**config.mk**
```make
export PLATFORM = sky130hd
export DESIGN_NAME = q_sys_msgdma_write_burst_master
export DESIGN_NICKNAME = d
export VERILOG_FILES = /design/src/rtl/q_sys_msgdma_write_burst_master.sv
export SDC_FILE = /design/constraint.sdc
export NUM_CORES = 1
export LEC_CHECK = 0
export CORE_AREA = 8 8 249 251
export DETAILED_ROUTE_END_ITERATION = 10
export DIE_AREA = 0 0 257 259
export SYNTH_ARGS = -nofsm -noshare
export SYNTH_HDL_FRONTEND = slang
export SYNTH_SLANG_ARGS = --single-unit
export TNS_END_PERCENT = 20
```
**constraint.sdc**
```tcl
create_clock -name clk -period 4.7 [get_ports clk]
set_clock_uncertainty 0.15 [all_clocks]
set_input_delay 0.705 -clock clk [delete_from_list [all_inputs] [get_ports clk]]
set_output_delay 0.705 -clock clk [all_outputs]
set_load 0.005 [all_outputs]
```
**src/rtl/q_sys_msgdma_write_burst_master.sv**
```systemverilog
// mSGDMA write-side burst master: turns one (address, length) descriptor into
// Avalon-MM write bursts, launching each burst only once the FIFO holds all of it.
module q_sys_msgdma_write_burst_master #(
    parameter int DATA_WIDTH = 256,
    parameter int ADDR_WIDTH = 32,
    parameter int LEN_WIDTH  = 24,
    parameter int BURST_MAX  = 4,
    parameter int FILL_WIDTH = 4
) (
    input  logic                    clk,
    input  logic                    reset_n,
    input  logic                    desc_valid,
    output logic                    desc_ready,
    input  logic [ADDR_WIDTH-1:0]   desc_address,
    input  logic [LEN_WIDTH-1:0]    desc_length,
    input  logic                    in_valid,
    output logic                    in_ready,
    input  logic [DATA_WIDTH-1:0]   in_data,
    input  logic [FILL_WIDTH-1:0]   fill_level,
    output logic [ADDR_WIDTH-1:0]   avm_address,
    output logic                    avm_write,
    output logic [DATA_WIDTH-1:0]   avm_writedata,
    output logic [DATA_WIDTH/8-1:0] avm_byteenable,
    output logic [2:0]              avm_burstcount,
    input  logic                    avm_waitrequest,
    output logic                    busy,
    output logic                    done
);

    localparam int BPB      = DATA_WIDTH / 8;
    localparam int BPB_LOG2 = $clog2(BPB);
    localparam int BEATS_W  = LEN_WIDTH - BPB_LOG2;

    typedef enum logic [1:0] {S_IDLE, S_WAIT_DATA, S_BURST, S_DONE} state_t;

    state_t                state_q, state_d;
    logic [ADDR_WIDTH-1:0] addr_q, addr_d;
    logic [BEATS_W-1:0]    beats_left_q, beats_left_d;
    logic [2:0]            burst_len_q, burst_len_d;
    logic [2:0]            beat_cnt_q, beat_cnt_d;
    logic [ADDR_WIDTH-1:0] avm_address_q, avm_address_d;
    logic                  desc_ready_q, desc_ready_d;
    logic                  busy_q, busy_d;
    logic                  done_q, done_d;

    logic [2:0] next_b;
    logic       xfer;
    logic       last_beat;

    // The burst length is frozen in WAIT_DATA, so the slave sees a constant burstcount.
    assign next_b    = (beats_left_q >= BEATS_W'(BURST_MAX)) ? 3'(BURST_MAX) : beats_left_q[2:0];
    assign avm_write = (state_q == S_BURST) && in_valid;
    assign xfer      = avm_write && !avm_waitrequest;
    assign last_beat = xfer && (beat_cnt_q == burst_len_q - 3'd1);

    assign in_ready       = xfer;
    assign avm_writedata  = in_data;
    assign avm_byteenable = '1;
    assign avm_address    = avm_address_q;
    assign avm_burstcount = burst_len_q;
    assign desc_ready     = desc_ready_q;
    assign busy           = busy_q;
    assign done           = done_q;

    always_comb begin
        state_d       = state_q;
        addr_d        = addr_q;
        beats_left_d  = beats_left_q;
        burst_len_d   = burst_len_q;
        beat_cnt_d    = beat_cnt_q;
        avm_address_d = avm_address_q;
        case (state_q)
            S_IDLE: begin
                if (desc_valid && desc_ready_q) begin
                    addr_d       = desc_address & ~ADDR_WIDTH'(BPB - 1);
                    beats_left_d = BEATS_W'(desc_length >> BPB_LOG2);
                    state_d      = (beats_left_d == '0) ? S_DONE : S_WAIT_DATA;
                end
            end
            S_WAIT_DATA: begin
                if (fill_level >= FILL_WIDTH'(next_b)) begin
                    avm_address_d = addr_q;
                    burst_len_d   = next_b;
                    beat_cnt_d    = 3'd0;
                    state_d       = S_BURST;
                end
            end
            S_BURST: begin
                if (xfer) beat_cnt_d = beat_cnt_q + 3'd1;
                if (last_beat) begin
                    addr_d       = addr_q + (ADDR_WIDTH'(burst_len_q) << BPB_LOG2);
                    beats_left_d = beats_left_q - BEATS_W'(burst_len_q);
                    state_d      = (beats_left_d == '0) ? S_DONE : S_WAIT_DATA;
                end
            end
            default: state_d = S_IDLE;
        endcase
        // Status outputs are registered from the state being entered.
        desc_ready_d = (state_d == S_IDLE);
        busy_d       = (state_d != S_IDLE);
        done_d       = (state_d == S_DONE);
    end

    always_ff @(posedge clk or negedge reset_n) begin
        if (!reset_n) begin
            state_q       <= S_IDLE;
            addr_q        <= '0;
            beats_left_q  <= '0;
            burst_len_q   <= '0;
            beat_cnt_q    <= '0;
            avm_address_q <= '0;
            desc_ready_q  <= 1'b0;
            busy_q        <= 1'b0;
            done_q        <= 1'b0;
        end else begin
            state_q       <= state_d;
            addr_q        <= addr_d;
            beats_left_q  <= beats_left_d;
            burst_len_q   <= burst_len_d;
            beat_cnt_q    <= beat_cnt_d;
            avm_address_q <= avm_address_d;
            desc_ready_q  <= desc_ready_d;
            busy_q        <= busy_d;
            done_q        <= done_d;
        end
    end

endmodule

```
==> flow_summary.yaml <==
status:
  status: "finished clean"
detailed_routing:
  wl_per_cell_um: 17.0
  drc: 0
  firstDrtPassIters: 4
  drtIter0Drc: 268
  vias: 4879
  avgViaCountPerCell: 3.47
  antenna_left: 0
  wirelength_um: 23900
sta:
  tightest_slew_ns: 0.878
  finalHoldViolations: 0
  setup_viol: 0
  slew_headroom_pct: 41.3
  fmax_ghz: 0.265
  setup_ws_ns: 0.921
  slew_viol_final: 0
  period_share_pct: 80.4
  min_period_ns: 3.78
  rsz0062_at_grt: "no"
  tns_ns: 0
layout:
  layout.nets: 963
  n_antenna_cell: 0
  post-route-util_pct: 12.2
  syn2layout_area_growth_pct: 0.372
  drive_above_1_share_pct: 10.9
  stdcell_area_um2: 7090
pwr:
  p_leak_nw: 2.61
  irDropWorstVdd_uv: 586
  cellPowerDensity_nw_per_um2: 579
grt:
  grt_util_all_layers_pct: 6.94
  grt_pass1_vias: 4871
  antenna_found_initial: 6
  globalRoute.totalOverflow: 0
  grt_pass1_wl_um: 33900
  grt_max_degree: 84
placement:
  placed_area_um2: 6810
  hpwl_um: 18600
  portBuffers: 89
  dp_slack_ns: 0.943
  gp_congestion: 0.806
critical_path:
  cp_max_fo: 36
  slowest_delay_ns: 0.49
  end_kind: "register"
  path_buf_inv: 1
  arrival_ns: 3.87
  path_cells: "nor3_4 > nand2_2 > nor4_2 > and2_1 > ha_1 > nand2b_1 > a21o_1 > a211o_2 > nand3_2 > buf_12 > mux2_2"
  criticalPathCategory: "register to register"
  start_kind: "register"
  critPathSlowestCell: "dfrtp_1"
  critical_path.top_delay_family: "simple AND/OR/NAND/NOR gates"
  r2r_slack_ns: 0.92
  required_ns: 4.79
logic_synthesis:
  async_flop_share_pct: 100
  yosys-top-cells-area: "buf_4 31%, dfrtp_1 30%, mux2_2 4.0%, a21oi_1 3.4%, nand2_1 3.0%"
  synth-seq-cells: 84
  yosysWarnings: 0
  post-synth-top-area-cell: "buf_4"
  synthCells: 811
  synth_top_cell_area_share_pct: 31.2
  avgSynthCellArea_um2: 8.71
  syn-cell-area_um2: 7060
  synth_edf_count: 0
  ys_seq_area_share_pct: 29.8
  ys.flop_type: "dfrtp_1"
  synth_top_cells_by_count: "294 x buf_4, 84 x dfrtp_1, 56 x nand2_1"
  yosys.cell_count.top_type: "buf_4"
  yosys.cell_types.count: 68
clock_network:
  tritoncts: "built"
  cts.path.max_buffers: 2
  htree_levels: 3
  cts-root-buf: "clkbuf_16"
  postCtsHoldBufs: 0
  clock_latency_ns: 0.36
  clkTransAtPathRegs_ns: 0.08
  post_cts_buffers: 0
  cts_buffers: 9
  cts_repair_resize_count: 0
  clkSinkCount: 84
floorplanning:
  die_y_um: 259
  core-area_um2: 58200
  dieArea_um2: 66600
  start_util_pct: 12.1
  fp.dieW_um: 257
  row_count: 89
  ios: 649
min_path:
  min_path_type: "input pin to asynchronous set/reset pin"
flow_run:
  maxCapViolCount: 0
[worst paths after layout]
kind	from	to	cells past startpoint
min in group clk	avm_address[24]$_DFFE_PN0P_	avm_address[24]$_DFFE_PN0P_	2
max in group asynchronous	reset_n	addr_q[12]$_DFFE_PN0P_	2
worst max-delay path	beats_left_q[5]$_DFFE_PN0P_	avm_address[13]$_DFFE_PN0P_	11
worst min-delay path	reset_n	avm_address[5]$_DFFE_PN0P_	1
worst min register to register	avm_address[24]$_DFFE_PN0P_	avm_address[24]$_DFFE_PN0P_	2
worst max register to register	beats_left_q[5]$_DFFE_PN0P_	avm_address[13]$_DFFE_PN0P_	11
[metrics by stage]
stage,instances,power (mW),hold WS [ns]
after floorplan,846,2.81,0.259
after global placement,1391,3.35,0.321
after detailed placement,1391,3.42,0.335
after CTS,1407,4.19,0.292
after global routing,1407,4.46,0.333
final,1407,4.10,0.244
[power breakdown]
| group | switching (mW) | leakage (nW) | internal [mW] |
|---|---|---|---|
| clock | 0.359 | 0.138 | 0.368 |
| sequential | 0.359 | 0.995 | 1.06 |
| combinational | 1.04 | 1.48 | 0.914 |
| total | 1.76 | 2.61 | 2.35 |
[sequential cells by signal, summed over array words and instances, names as in the netlist]
name            flops
addr_q             27
busy                1
beats_left_q       19
avm_address        27
desc_ready          1
avm_burstcount      3
done                1
state_q             2
beat_cnt_q          3
[layout make-up]
type                            instances  area, um^2
Multi-Input combinational cell        424        2700
Clock inverter                          7        58.8
Tap cell                              773         967
Fill cell                            6619       51200
Inverter                               13        48.8
Clock buffer                            9         225
Timing Repair Buffer                   97         986
Sequential cell                        84        2100
[logic make-up (layout without fill, tap and decap cells)]
family | after synthesis | after routing | share of synthesized area (%)
adders and majority gates | 13 | 13 | 2.52
AOI/OAI and AO/OA | 166 | 166 | 15.1
buffers and inverters | 338 | 126 | 34.1
muxes | 28 | 28 | 4.43
other | 2 | 37 | 0.106
xor gates and xnor gates | 8 | 8 | 1.20
DFF | 84 | 84 | 29.8
and+or+nand+nor | 172 | 172 | 12.8
[layer usage]
metal | share of wire, % | vias up | GRT usage, %
met5 | 0.11 | - | 0.219
met3 | 11 | 126 | 3.77
li1 | - | 2091 | -
met4 | 5.6 | 4 | 4.23
met2 | 43 | 329 | 10.1
met1 | 40 | 2329 | 7.88
[placed cells by master (no fill, tap or decap), types with 7 or more instances in the layout]
cell type / synthesis / final
o22a_1: 9 / 9
nand3_1: 17 / 16
a31oi_1: 9 / 9
clkdlybuf4s50_1: 0 / 88
a21oi_1: 48 / 48
nor3_1: 7 / 7
inv_1: 13 / 13
o21ai_0: 24 / 24
nand2_1: 56 / 56
ha_1: 11 / 11
o21ai_1: 18 / 18
clkbuf_16: 0 / 9
o22ai_1: 13 / 13
dfrtp_1: 84 / 84
nor2_1: 40 / 39
mux2_2: 25 / 25
conb_1: 2 / 37
Note: power is estimated with default switching activity, not from simulation.
